[src/rtl/seg_scroll_ctrl.sv]
// seg_scroll_ctrl: stores up to MAX_LEN 4-bit symbol codes and slides a
// 6-digit window across them right-to-left, feeding the 7-segment scan driver.
// Latency: data_out is decoded combinationally from the pos/buffer registers;
// writes, clr and start take effect at the next clock edge.
// Backpressure: none. Writes beyond MAX_LEN are dropped (wr_full flags this),
// and wr_en/clr/start are ignored while scrolling.
//
// Ports:
//   clk, rst          clock, asynchronous active-high reset
//   wr_en, wr_data    append one symbol to the buffer (IDLE only)
//   clr               empty the buffer (IDLE only, wins over wr_en)
//   start, stop       begin scrolling (needs msg_len>0) / abort scrolling
//   loop_en           1 = repeat forever, 0 = single pass (sampled at final step)
//   data_out          six digits, [23:20] = leftmost digit
//   busy, done        RUN indicator, one-cycle end-of-pass pulse
//   wr_full, msg_len  buffer status
//   step_pulse        one-cycle pulse on every window advance
module seg_scroll_ctrl #(
   parameter int unsigned STEP_CYCLES = 25000000,
   parameter int unsigned MAX_LEN     = 16,
   parameter int unsigned LEN_W       = 5,
   parameter logic [3:0]  BLANK_CODE  = 4'd5
) (
   input  logic             clk,
   input  logic             rst,
   input  logic             wr_en,
   input  logic [3:0]       wr_data,
   input  logic             clr,
   input  logic             start,
   input  logic             stop,
   input  logic             loop_en,
   output logic [23:0]      data_out,
   output logic             busy,
   output logic             done,
   output logic             wr_full,
   output logic [LEN_W-1:0] msg_len,
   output logic             step_pulse
);

   localparam int unsigned CNT_W = (STEP_CYCLES > 1) ? $clog2(STEP_CYCLES) : 1;
   localparam int unsigned AW    = (MAX_LEN > 1) ? $clog2(MAX_LEN) : 1;
   // pos reaches L+6 and a window index reaches L+11, so one extra bit over
   // the length width covers both.
   localparam int unsigned POS_W = LEN_W + 1;

   localparam logic [CNT_W-1:0] CNT_LAST = CNT_W'(STEP_CYCLES - 1);
   localparam logic [LEN_W-1:0] LEN_MAX  = LEN_W'(MAX_LEN);
   localparam logic [POS_W-1:0] LEAD     = POS_W'(6);

   typedef enum logic {
      IDLE = 1'b0,
      RUN  = 1'b1
   } state_t;

   state_t           state_q, state_d;
   logic [LEN_W-1:0] len_q, len_d;
   logic             full_q, full_d;
   logic [POS_W-1:0] pos_q, pos_d;
   logic [CNT_W-1:0] cnt_q, cnt_d;
   logic             done_q, done_d;

   logic [3:0]       buf_q [MAX_LEN];
   logic             buf_we;
   logic [AW-1:0]    wr_addr;

   logic             step_hit;
   logic [POS_W-1:0] last_pos;
   logic [POS_W-1:0] v_idx  [6];
   logic [AW-1:0]    v_addr [6];

   assign step_hit = (state_q == RUN) && (cnt_q == CNT_LAST);
   // Last window position: the all-blank frame after the message has left.
   assign last_pos = POS_W'(len_q) + LEAD;
   assign wr_addr  = AW'(len_q);

   // ---------------- next-state logic ----------------
   always_comb begin
      state_d = state_q;
      len_d   = len_q;
      pos_d   = pos_q;
      cnt_d   = cnt_q;
      done_d  = 1'b0;
      buf_we  = 1'b0;

      case (state_q)
         IDLE: begin
            if (clr) begin
               len_d = '0;
            end else if (wr_en && !full_q) begin
               buf_we = 1'b1;
               len_d  = len_q + LEN_W'(1);
            end
            // stop wins over a simultaneous start
            if (start && !stop && (len_q != '0)) begin
               state_d = RUN;
               pos_d   = '0;
               cnt_d   = '0;
            end
         end
         RUN: begin
            if (stop) begin
               state_d = IDLE;
               pos_d   = '0;
               cnt_d   = '0;
            end else if (step_hit) begin
               cnt_d = '0;
               if (pos_q == last_pos) begin
                  if (loop_en) begin
                     // position 0 is also all blank; skip it to avoid
                     // showing the blank frame twice in a row
                     pos_d = POS_W'(1);
                  end else begin
                     state_d = IDLE;
                     pos_d   = '0;
                     done_d  = 1'b1;
                  end
               end else begin
                  pos_d = pos_q + POS_W'(1);
               end
            end else begin
               cnt_d = cnt_q + CNT_W'(1);
            end
         end
         default: begin
            state_d = IDLE;
         end
      endcase

      full_d = (len_d == LEN_MAX);
   end

   // ---------------- state registers ----------------
   always_ff @(posedge clk or posedge rst) begin
      if (rst) begin
         state_q <= IDLE;
         len_q   <= '0;
         full_q  <= 1'b0;
         pos_q   <= '0;
         cnt_q   <= '0;
         done_q  <= 1'b0;
      end else begin
         state_q <= state_d;
         len_q   <= len_d;
         full_q  <= full_d;
         pos_q   <= pos_d;
         cnt_q   <= cnt_d;
         done_q  <= done_d;
      end
   end

   // Symbol storage carries no reset: contents only matter below msg_len.
   always_ff @(posedge clk) begin
      if (buf_we) begin
         buf_q[wr_addr] <= wr_data;
      end
   end

   // ---------------- window decode ----------------
   // Digit k shows virtual position pos+k, where positions 0..5 and
   // L+6..L+11 are blank padding and 6..L+5 map onto the buffer.
   always_comb begin
      data_out = {6{BLANK_CODE}};
      for (int k = 0; k < 6; k++) begin
         v_idx[k]  = '0;
         v_addr[k] = '0;
      end
      if (state_q == RUN) begin
         for (int k = 0; k < 6; k++) begin
            v_idx[k] = pos_q + POS_W'(k);
            if ((v_idx[k] >= LEAD) && (v_idx[k] < last_pos)) begin
               v_addr[k] = AW'(v_idx[k] - LEAD);
               data_out[23 - 4*k -: 4] = buf_q[v_addr[k]];
            end
         end
      end
   end

   assign busy       = (state_q == RUN);
   assign done       = done_q;
   assign wr_full    = full_q;
   assign msg_len    = len_q;
   assign step_pulse = step_hit;

endmodule

[config.mk]
export PLATFORM = sky130hd
export DESIGN_NAME = seg_scroll_ctrl
export DESIGN_NICKNAME = d
export VERILOG_FILES = /design/src/rtl/seg_scroll_ctrl.sv
export SDC_FILE = /design/constraint.sdc
export NUM_CORES = 1
export LEC_CHECK = 0
export CAP_MARGIN = 20
export CORE_ASPECT_RATIO = 0.7
export CORE_MARGIN = 8
export CORE_UTILIZATION = 50
export DETAILED_ROUTE_END_ITERATION = 12
export DONT_BUFFER_PORTS = 1
export PLACE_DENSITY = 0.69
export SLEW_MARGIN = 30
export SYNTH_ARGS = -nofsm -noshare
export SYNTH_HDL_FRONTEND = slang
export SYNTH_SLANG_ARGS = --single-unit
[constraint.sdc]
create_clock -name clk -period 10.55 [get_ports clk]
set_input_delay 0.5275 -clock clk [delete_from_list [all_inputs] [get_ports clk]]
set_output_delay 0.5275 -clock clk [all_outputs]
set_load 0.1 [all_outputs]
==> Word level (Yosys, flattened, before mapping) <==
Memories as Yosys holds them, arrays and structs flattened.
Index checks and enable logic that the tools add are counted.
W data, S select, Z words.
{ "totals": {"ff_bits": 39, "latch_bits": 0, "ramBits": 64, "romBits": 0, "in_bits": 11, "out_inout_bits": 33, "word_cells": 89, "mem_count": 1} }
{ "op_classes": {"add_sub_neg": 14, "mul": 0, "div_mod_pow": 0, "magnitude_cmp": 12, "n_eq_ne": 5, "n_shift": 0, "muxes": 36, "n_bitwise": 1, "reduce_logical": 14} }
{ "mem_list": {"columns": ["memory", "depth", "width", "rd", "rd_clocked_by_memory_dff", "write_ports", "line", "text"], "rows": [
  ["buf_q", 16, 4, 6, 0, 1, "62", "logic [3:0] buf_q [MAX_LEN];"]
]} }
{ "op_table": {"columns": ["cell", "n"], "rows": [
  ["$mux W25", 3],
  ["$pmux W25 S2", 1],
  ["$ge A6 B3 Y1 const B", 6],
  ["$lt A6 B6 Y1", 6],
  ["$add A25 B1 Y25 const B", 1],
  ["$eq A25 B25 Y1 const B", 1],
  ["$mux W24", 1],
  ["$mux W4", 6],
  ["$mux W6", 4],
  ["$sub A4 B3 Y4 const B", 6],
  ["$mux W1", 16],
  ["$mux W5", 3],
  ["$add A6 B2 Y6 const B", 2],
  ["$add A6 B3 Y6 const B", 2],
  ["$pmux W6 S2", 1],
  ["$logic_and A1 B1 Y1", 10],
  ["$add A5 B3 Y6 const B", 1],
  ["$add A6 B1 Y6 const B", 1],
  ["$eq A6 B6 Y1", 1],
  ["$add A5 B1 Y5 const B", 1],
  ["$eq A5 B5 Y1 const B", 1],
  ["$reduce_bool A5 Y1", 1],
  ["$ne A3 B3 Y1 const B", 1],
  ["$logic_not A1 Y1", 2],
  ["4 further kinds", 4]
]} }

==> Longest topological paths before layout <==
{ "logic_depth": {"word_depth": 7, "mapped_depth": 16, "mapped_depth_nobuf": 10} }

==> Least setup slack after synthesis <==
Ideal clock, no wire load.
{ "synth_timing": {"kind": "register to output", "startpoint": "reg pos_q[1]", "endpoint": "out data_out[11]", "arrival_ns": 4.938, "t_required_ns": 10.023, "setup_slack_ns": 5.084, "path_stages_with_launch": 16, "n_path_buf": 7, "path_cell_list": "dfrtp_1 > buf_4 > buf_2 > buf_4 > inv_1 > ha_1 > buf_2 > buf_4 > inv_1 > ha_1 > clkbuf_2 > buf_1 > mux4_2 > nor3b_1 > a31oi_1 > a21oi_1"} }
{ "synth_via": {"elab_chain_len": 5, "word_cells_on_any_way": 8, "classes_between": "add/sub (2); order compare (2); mux (2); reduce/logical (1); memory (1)"} }
{ "synth_lines": {"columns": ["item", "line", "text"], "rows": [
  ["from (decl)", "58", "logic [POS_W-1:0] pos_q, pos_d;"],
  ["from (signal assigned)", "145", "pos_q <= pos_d;"],
  ["$add A6 B2 Y6 (*)", "169", "v_idx[k] = pos_q + POS_W'(k);"],
  ["$sub A4 B3 Y4 (tied with other cells)", "171", "v_addr[k] = AW'(v_idx[k] - LEAD);"],
  ["$mem_v2 Z16 W4 or $logic_and A1 B1 Y1 (tied branches)", null, null],
  ["$mux W4 (*)", "170", "if ((v_idx[k] >= LEAD) && (v_idx[k] < last_pos)) begin"],
  ["$mux W24 (*)", "167", "if (state_q == RUN) begin"],
  ["to (decl)", "32", "output logic [23:0] data_out,"]
]} }
Every way passes the cells marked *; elsewhere a longest branch is shown, timed or not.

==> Worst setup path after layout <==
{ "layout_timing": {"startpoint": "reg pos_q[1]", "endpoint": "out data_out[10]"} }
The elaborated chain is that of the path after synthesis.

==> results.py <==
metrics = {
    "run_status": {
        "outcome": "completed",
    },
    "global_route": {
        "antenna_found_initial": 0,
        "grt_pass1_vias": 5468,
        "overflow": 0,
        "grt_pass1_wl_um": 32700,
        "grt_max_degree": 49,
        "track_usage_pct": 21.6,
    },
    "synth": {
        "synthFlopType": "edfxtp_1",
        "synthTopCellsByArea": "edfxtp_1 (25%), mux4_2 (22%), dfrtp_1 (12%)",
        "syn_nets": 676,
        "synth_edf_count": 64,
        "synth_top_cells_by_count": "mux4_2 (77), edfxtp_1 (64), ha_1 (48)",
        "synth_most_common_cell": "mux4_2",
        "seq_area_frac_synth_pct": 37.1,
        "async_flop_share_pct": 37.9,
        "synthDistinctLibCells": 78,
        "yosysTopAreaCell": "edfxtp_1",
        "synth-seq-cells": 103,
        "synth_top_area_share_pct": 24.6,
        "ys_warn_count": 0,
        "syn-cell-area_mm2": 0.00781,
        "syn-instance-count": 617,
        "synth_area_per_cell_um2": 12.7,
    },
    "sta": {
        "finalHoldViolations": 0,
        "relSlewSlack_pct": 30.7,
        "worstMarginPinSlew_ps": 1040,
        "setup_viol": 0,
        "fmax_mhz": 194,
        "setup_tns_ps": 0,
        "post-route-period-util_pct": 48.8,
        "fin_ws_ps": 5400,
        "final.setup_skew_ps": 5.87,
        "rsz0062_at_grt": "no",
        "period_needed_ps": 5150,
        "slew_violations": 0,
    },
    "power": {
        "p_leak_nw": 3.07,
        "p_int_w": 0.000686,
        "switching_share_pct": 34.1,
        "power.switching_w": 0.000355,
        "power.density_mw_per_mm2": 125,
        "seqPwrFrac_pct": 44.8,
        "ir_worst_vdd_mv": 0.0799,
        "comb_power_share_pct": 23.0,
        "pwr-share-clk_pct": 32.2,
    },
    "critical_path": {
        "crit_arrival_ps": 4620,
        "r2r_slack_ps": 7630,
        "end_kind": "output pin",
        "r2r-start": "msg_len[4]",
        "crit_path_end": "data_out[10]",
        "reg2reg_depth": 7,
        "regToRegEndpoint": "pos_q[4]",
        "cp-start-kind": "flip-flop",
        "worst-setup-path-type": "reg2out",
        "critPathMaxFanout": 32,
        "startpoint": "pos_q[1]",
        "crit_required_ps": 10020,
    },
    "final_layout": {
        "nFillCells": 1257,
        "area_growth_syn_to_layout_pct": 6.81,
        "antennaDiodeCount": 0,
        "drive_above_1_share_pct": 22.4,
        "fin_nets": 666,
        "seqCellArea_mm2": 0.00290,
        "multi_input_area_mm2": 0.00466,
    },
    "route": {
        "drc_errors": 0,
        "drt-pass1-iter-count": 5,
        "postRouteAntennaNets": 0,
        "vias": 5557,
        "vias_per_cell": 6.84,
        "drtIter0Drc": 618,
        "wirelength_um": 20900,
        "post_drt_wl_per_cell_um": 25.7,
    },
    "clocking": {
        "htree_levels": 3,
        "postCtsSetupBuffers": 0,
        "cts-root-buf": "clkbuf_16",
        "clk_path_buf_depth": 2,
        "clkTransAtPathRegs_ps": 70,
        "cts_tree": "yes",
        "cts_made_buffers": 9,
        "cts_resized": 0,
        "cts.sinks": 103,
        "ctsHoldBuffers": 0,
        "clk_latency_ps": 360,
    },
    "floorplanning": {
        "start_util_pct": 50.7,
        "pin_count": 44,
        "rows": 38,
        "core-area_mm2": 0.0154,
        "die-area_mm2": 0.0199,
        "fp.dieH_um": 121,
        "fp.dieW_um": 165,
    },
    "min_path": {
        "hold_path_class": "in2async",
    },
    "place": {
        "place_congestion": 0.909,
        "numPortBuffers": 0,
        "dp_hpwl_um": 15800,
        "dp_slack_ps": 5780,
    },
    "run": {
        "maxCapViolations": 0,
    },
}
-- layout make-up --
type	instances	share of cell area, %
clock buffers	9	2.70
clock inverters	7	0.870
inverters	27	1.21
multi-input cells	453	55.9
flip-flops and latches	103	34.8
well taps	200	3.00
repair buffers	13	1.56
-- per-stage QoR --
step / util (%) / instance area (µm²) / instances / total power [W] / hold slack (ps)
after global routing: 54.2 / 8350 / 812 / 0.00108 / 223
after global placement: 51.7 / 7970 / 794 / 0.000702 / 537
final: 54.2 / 8350 / 812 / 0.00104 / 168
after floorplan: - / 7810 / 617 / 0.000646 / 501
after CTS: 54.1 / 8340 / 812 / 0.00104 / 191
after detailed placement: 52.2 / 8040 / 796 / 0.000710 / 536
-- logic make-up after synthesis --
group                      after synthesis  share of synthesized area, %
DFF                                    103                          37.1
adders and majority gates               50                          7.94
buffers and inverters                   61                          3.86
and+or+nand+nor                        181                          12.3
muxes                                   98                          26.0
xor gates and xnor gates                44                          5.64
AOI/OAI and AO/OA                       80                          7.14
-- state kept, by name (all words and copies together) (netlist names) --
| register | cells |
|---|---|
| buf_q | 64 |
| busy | 1 |
| cnt_q | 25 |
| done | 1 |
| msg_len | 5 |
| pos_q | 6 |
| wr_full | 1 |
-- worst max-delay path: stages, from the launching register on --
cell	delay, ps
dfrtp_1	320
buf_4	410
inv_1	270
ha_1	350
buf_4	380
inv_1	260
ha_1	880
mux4_2	610
mux2i_1	160
nand2_1	70
a21o_1	510
-- placed cells by master, fill, tap and decap left out, types with 16 or more instances in the layout --
master / synthesis / layout
mux4_2: 77 / 77
edfxtp_1: 64 / 64
xnor2_1: 16 / 16
nand2_1: 31 / 31
ha_1: 48 / 47
dfrtp_1: 39 / 37
o21ai_0: 18 / 18
a21oi_1: 18 / 16
nor2_1: 46 / 45
xor2_1: 23 / 23
nand3_1: 18 / 16
inv_1: 25 / 25
-- power groups by stage --
stage / Sequential (W) / Clock (W) / Combinational [W]
CTS: 0.000466 / 0.000340 / 0.000238
finish: 0.000467 / 0.000335 / 0.000239
detailed placement: 0.000474 / 0 / 0.000236
floorplan: 0.000506 / 0 / 0.000140
global route: 0.000469 / 0.000353 / 0.000262
global placement: 0.000474 / 0 / 0.000229
-- worst min path at each step --
stage                     cells after the start         to  slack (ps)
final                                         2  cnt_q[13]         170
after global routing                          2   cnt_q[2]         220
after CTS                                     2   cnt_q[4]         190
after detailed placement                      1   cnt_q[1]         540
after global placement                        2  cnt_q[11]         540
after floorplan                               1   cnt_q[1]         500
-- per-layer routing --
layer / share of wire (%) / wire, µm / vias up / track usage [%]
li1: - / - / 2402 / -
met1: 43 / 8980 / 2800 / 31.7
met2: 41 / 8620 / 329 / 28.2
met3: 14 / 3020 / 26 / 9.71
met4: 1.3 / 263 / 0 / 5.62
met5: 0 / 0 / - / 0
Power figures use the tool's default switching activity.
